<file path="src/rtl/reg_write_arbiter_pkg.sv">
// Shared constants and types for the register-file write arbiter.
// Latency: n/a (declarations only).
// Backpressure: n/a (declarations only).
package reg_write_arbiter_pkg;

  localparam int REG_ADDR_W   = 5;
  localparam int XLEN         = 32;
  localparam int ID_W         = 3;   // enough for up to 8 requesters
  localparam int NREQ_DEFAULT = 3;

  // Requester slots
  localparam int REQ_WB  = 0;
  localparam int REQ_MEM = 1;
  localparam int REQ_DBG = 2;

  // Contents of the registered write port
  typedef struct packed {
    logic                  we;
    logic [REG_ADDR_W-1:0] addr;
    logic [XLEN-1:0]       data;
    logic [ID_W-1:0]       id;
  } wr_t;

endpackage

</file>
<file path="src/rtl/reg_write_arbiter_rr_pick.sv">
// Rotating-priority picker: first set request at or above ptr, wrapping.
// Latency: purely combinational.
// Backpressure: none; the caller masks req to suppress grants.
module reg_write_arbiter_rr_pick
  import reg_write_arbiter_pkg::*;
#(
  parameter int N = NREQ_DEFAULT
) (
  input  logic [N-1:0]    req,
  input  logic [ID_W-1:0] ptr,
  output logic [N-1:0]    gnt,
  output logic [ID_W-1:0] gnt_idx,
  output logic            gnt_vld
);

  int idx;

  // Walk the requests starting at ptr; the first one found wins.
  always_comb begin
    gnt     = '0;
    gnt_idx = '0;
    gnt_vld = 1'b0;
    idx     = 0;
    for (int i = 0; i < N; i++) begin
      idx = int'(ptr) + i;
      if (idx >= N) idx = idx - N;
      if (!gnt_vld && req[idx]) begin
        gnt[idx] = 1'b1;
        gnt_idx  = ID_W'(idx);
        gnt_vld  = 1'b1;
      end
    end
  end

endmodule

</file>
<file path="src/rtl/reg_write_arbiter.sv">
// Arbitrates NREQ writers onto the single register-file write port (ARB_ROUND_ROBIN_EN selects round-robin, else fixed priority).
// Latency: accept on edge N, write presented on the port for cycle N..N+1.
// Backpressure: oReqReady is withheld while iStall or iRST is high; writes already registered still issue.
module reg_write_arbiter
  import reg_write_arbiter_pkg::*;
#(
  parameter int NREQ  = NREQ_DEFAULT,
  parameter int CNT_W = 16
) (
  input  logic                       iCLK,
  input  logic                       iRST,
  input  logic [NREQ-1:0]            iReqValid,
  input  logic [NREQ*REG_ADDR_W-1:0] iReqReg,
  input  logic [NREQ*XLEN-1:0]       iReqData,
  output logic [NREQ-1:0]            oReqReady,
  input  logic                       iStall,
  output logic                       oRegWrite,
  output logic [REG_ADDR_W-1:0]      oWriteRegister,
  output logic [XLEN-1:0]            oWriteData,
  output logic [ID_W-1:0]            oGrantId,
  output logic [CNT_W-1:0]           oWriteCount
);

  logic [NREQ-1:0]       req_vld;
  logic [NREQ-1:0]       gnt;
  logic [ID_W-1:0]       gnt_idx;
  logic                  gnt_vld;
  logic [ID_W-1:0]       ptr;
  logic [REG_ADDR_W-1:0] sel_reg;
  logic [XLEN-1:0]       sel_dat;
  wr_t                   wr_q;
  logic [CNT_W-1:0]      cnt_q;

  // Nobody may be accepted during reset or stall.
  assign req_vld = (iRST || iStall) ? '0 : iReqValid;

  reg_write_arbiter_rr_pick #(.N(NREQ)) u_rr_pick (
    .req     (req_vld),
    .ptr     (ptr),
    .gnt     (gnt),
    .gnt_idx (gnt_idx),
    .gnt_vld (gnt_vld)
  );

  assign oReqReady = gnt;

`ifdef ARB_ROUND_ROBIN_EN
  logic [ID_W-1:0] ptr_q;

  // Priority moves to the slot just after the last accepted requester.
  always_ff @(posedge iCLK) begin
    if (iRST)
      ptr_q <= '0;
    else if (gnt_vld)
      ptr_q <= (gnt_idx == ID_W'(NREQ - 1)) ? '0 : gnt_idx + 1'b1;
  end

  assign ptr = ptr_q;
`else
  // Fixed priority: lowest index always searched first.
  assign ptr = '0;
`endif

  // Route the winner's address and data using the one-hot grant.
  always_comb begin
    sel_reg = '0;
    sel_dat = '0;
    for (int k = 0; k < NREQ; k++) begin
      if (gnt[k]) begin
        sel_reg = iReqReg[k*REG_ADDR_W +: REG_ADDR_W];
        sel_dat = iReqData[k*XLEN +: XLEN];
      end
    end
  end

  // Register the accepted write; x0 is consumed without a write enable.
  always_ff @(posedge iCLK) begin
    if (iRST) begin
      wr_q <= '0;
    end else if (gnt_vld) begin
      wr_q.we   <= (sel_reg != '0);
      wr_q.addr <= sel_reg;
      wr_q.data <= sel_dat;
      wr_q.id   <= gnt_idx;
    end else begin
      wr_q.we <= 1'b0;
    end
  end

  // Count writes as they are issued to the register file, wrapping.
  always_ff @(posedge iCLK) begin
    if (iRST)
      cnt_q <= '0;
    else if (wr_q.we)
      cnt_q <= cnt_q + 1'b1;
  end

  // A write still sitting in the output register when reset hits is dropped.
  assign oRegWrite      = wr_q.we & ~iRST;
  assign oWriteRegister = wr_q.addr;
  assign oWriteData     = wr_q.data;
  assign oGrantId       = wr_q.id;
  assign oWriteCount    = cnt_q;

endmodule

</file>
<file path="config.mk">
export PLATFORM = sky130hd
export DESIGN_NAME = reg_write_arbiter
export DESIGN_NICKNAME = d
export VERILOG_FILES = /design/src/rtl/reg_write_arbiter_pkg.sv /design/src/rtl/reg_write_arbiter_rr_pick.sv /design/src/rtl/reg_write_arbiter.sv
export SDC_FILE = /design/constraint.sdc
export NUM_CORES = 1
export LEC_CHECK = 0
export BUFFER_PORTS_ARGS = -buffer_cell sky130_fd_sc_hd__buf_2
export CORE_UTILIZATION = 48
export DETAILED_ROUTE_END_ITERATION = 12
export PLACE_DENSITY = 0.81
export SLEW_MARGIN = 10
export SYNTH_ARGS = -nofsm -noshare
export SYNTH_HDL_FRONTEND = slang
export SYNTH_HIERARCHICAL = 1
export SYNTH_SLANG_ARGS = --single-unit
</file>
<file path="constraint.sdc">
create_clock -name iCLK -period 2.95 [get_ports iCLK]
set_input_delay 0.295 -clock iCLK [delete_from_list [all_inputs] [get_ports iCLK]]
set_output_delay 0.295 -clock iCLK [all_outputs]
set_load 0.01 [all_outputs]
</file>
==> results.yml <==
synth:
  synth_top_family_by_area: "simple AND/OR/NAND/NOR gates"
  synth_edf_count: 0
  async_flop_share_pct: 0
  synth_compound_area_share_pct: 18.71
  synth_xor_area_share_pct: 2.815
  synth_flop_cell: "dfxtp_1"
  muxShareOfSynthArea_pct: 4.330
  netlist_area_mm2: 0.004045
  synthAdderAreaFrac_pct: 3.093
  ys_ff_latch: 57
  yosys.area_share.simple_pct: 29.91
  syn_inst: 497
  avgSynthCellArea_um2: 8.139
  yosysSeqAreaShare_pct: 28.21
  yosys_warnings: 6
  synth_cell_types: 58
clock_tree:
  cts_hold_buf: 0
  insertion_delay_ns: 0.33
  cts-resized-gates: 0
  tritoncts: "yes"
  cts_setup_buffers: 0
  cts_sinks: 57
  htreeDepth: 3
  path_clk_slew_ns: 0.08
  root_buffer: "clkbuf_8"
  cts_buffers: 9
  cts_buffer_depth: 2
worst_setup_path:
  crit_fanout: 31
  end_kind: "flop"
  worst_r2r_path_depth: 4
  rrSetupSlack_ns: 1.24
  worstReg2RegStart: "oWriteCount[0]$_SDFFE_PP0P_"
  r2r_end: "oWriteCount[14]$_SDFFE_PP0P_"
  arrival_ns: 2.61
  start_kind: "primary input"
  crit_type: "in2reg"
  crit_required_ns: 3.13
die:
  rows: 33
  die_height_um: 93.80
  core_region_area_mm2: 0.008175
  ios: 177
  fp.dieArea_mm2: 0.008798
  start_util_pct: 49.48
  fp.dieW_um: 93.80
global_route:
  grt_pass1_vias: 3415
  grt_util_all_layers_pct: 23.37
  grt_antenna_before_repair: 1
  grt-ovfl-total: 0
  grt_pass1_wl_mm: 16.10
  grt_start_max_net_pins: 71
sta:
  post-route-period-util_pct: 82.42
  clock.fmax_mhz: 411.3
  final_max_slew_viol_count: 0
  setup_violations: 0
  tightest_slew_ns: 0.6816
  fin_skew_ns: 0.007192
  setup_tns_ns: 0
  period_needed_ns: 2.431
  max-slew-margin-rel_pct: 53.92
  hold_viol: 0
  rsz0062_at_grt: "false"
  holdWs_ns: 0.3333
power:
  ir_drop_mv: 0.2073
  p_comb_share_pct: 22.9
  p_int_mw: 1.328
  leakage_nw: 2.184
  seqPwrFrac_pct: 42.3
  p_clk_share_pct: 34.8
  p_switching_mw: 0.5698
  power_density_mw_per_mm2: 388.6
  swShare_pct: 30.02
layout:
  antennaDiodeCount: 0
  final_common_cell: "buf_2"
  syn2layout_area_growth_pct: 20.75
  fin_util_pct: 59.75
  drive_gt1_share_pct: 34.07
  mostFrequentLayoutCells: "176 x buf_2, 69 x nand2b_1, 57 x dfxtp_1"
  nets: 756
placed_design:
  place.gp.congestion: 0.8901
  port_buffers: 176
  hpwl_mm: 7.910
route:
  wire_per_inst_um: 14.92
  drt_iter0_drc: 172
  wl_met1_mm: 4.561
  wl_met2_mm: 5.425
  viasPerCell: 5.428
  totalWireLength_mm: 11.02
  ant_nets: 0
  wl_met3_um: 903
  vias: 4011
  drc: 0
  highest_layer: "met5"
  drt_pass1_iterations: 4
run:
  cap_violations: 0
worst_hold_path:
  hold_path_class: "in2reg"
  min_from: "iReqData[68]"
  worst_hold_path.num_cells: 4
  min_to: "oWriteData[4]$_SDFFE_PP0P_"
run_status:
  status: "finished, final reports clean"
-- worst max-delay path, stage by stage --
cell	delay, ns
buf_2	0.09
nor2_1	0.14
and2_1	0.25
mux2i_1	0.11
o22ai_1	0.17
nand2b_1	0.19
nor3_1	0.07
a211o_2	0.52
buf_4	0.30
a221o_1	0.30
nand3_1	0.10
a21oi_1	0.07
-- worst max-delay path by stage --
stage	start	endpoint	slack (ns)	depth (start not counted)
detailed placement	iRST	oWriteData[30]$_SDFFE_PP0P_	0.23	12
finish	iStall	oWriteData[30]$_SDFFE_PP0P_	0.52	12
CTS	iRST	oWriteData[30]$_SDFFE_PP0P_	0.58	12
global route	iRST	oWriteData[30]$_SDFFE_PP0P_	0.40	12
floorplan	iStall	wr_q[40]$_SDFF_PP0_	0.52	14
global placement	iStall	oWriteData[3]$_SDFFE_PP0P_	0.33	12
-- power by group through the flow --
stage	Combinational [mW]	Sequential, mW	Clock, mW
floorplan	0.310	0.814	0
global placement	0.410	0.819	0
detailed placement	0.415	0.819	0
CTS	0.418	0.802	0.680
global route	0.472	0.804	0.712
finish	0.435	0.802	0.661
-- layer usage --
metal | GRT usage [%] | up-vias
met5 | 0 | -
met4 | 7.692 | 2
met3 | 5.016 | 12
met2 | 40.27 | 162
met1 | 28.71 | 1861
li1 | - | 1974
-- per-stage QoR --
step	cell area (um^2)	cells	total power [mW]	setup WS, ns
after floorplan	4101	512	1.124	0.5185
after global placement	4703	723	1.228	0.3304
after detailed placement	4703	723	1.234	0.2329
after CTS	4885	739	1.900	0.5802
after global routing	4885	739	1.988	0.3973
final	4885	739	1.898	0.5187
-- area by class of cell --
type | instances | area [um^2]
clock buffer | 10 | 137.6
clock inverter | 6 | 43.79
fill | 772 | 3291
inverter | 6 | 22.52
multi-input combinational | 370 | 2447
sequential | 57 | 1141
tap | 105 | 131.4
timing repair buffer | 185 | 960.9
-- cell families after synthesis --
logic type	after synthesis
other cells	1
mux	17
xor+xnor	13
buf+inv	85
compound gates	108
fa+ha+maj	10
flops	57
simple gates	206
-- state kept, by name, indices dropped and copies added (netlist names) --
register        count
oWriteData         32
oWriteRegister      5
oWriteCount        16
oGrantId            3
wr_q                1
-- synthesized netlist by cell type, types with 4 or more instances --
cell type / n / area (um^2)
nand2b_1: 69 / 431.7
dfxtp_1: 57 / 1141
a21oi_1: 48 / 240.2
buf_4: 45 / 337.8
nand3_1: 37 / 185.2
a221o_1: 33 / 330.3
nor2_1: 32 / 120.1
clkbuf_1: 19 / 71.32
mux2i_1: 13 / 130.1
nand2_1: 13 / 48.80
ha_1: 10 / 125.1
nor2b_1: 10 / 62.56
o21ai_0: 9 / 45.04
xnor2_1: 8 / 70.07
buf_2: 7 / 35.03
nand3b_1: 6 / 45.04
buf_1: 5 / 18.77
inv_1: 5 / 18.77
xor2_1: 5 / 43.79
nor3_1: 4 / 20.02
nor4_1: 4 / 25.02
Note: power is estimated with default switching activity, not from simulation.
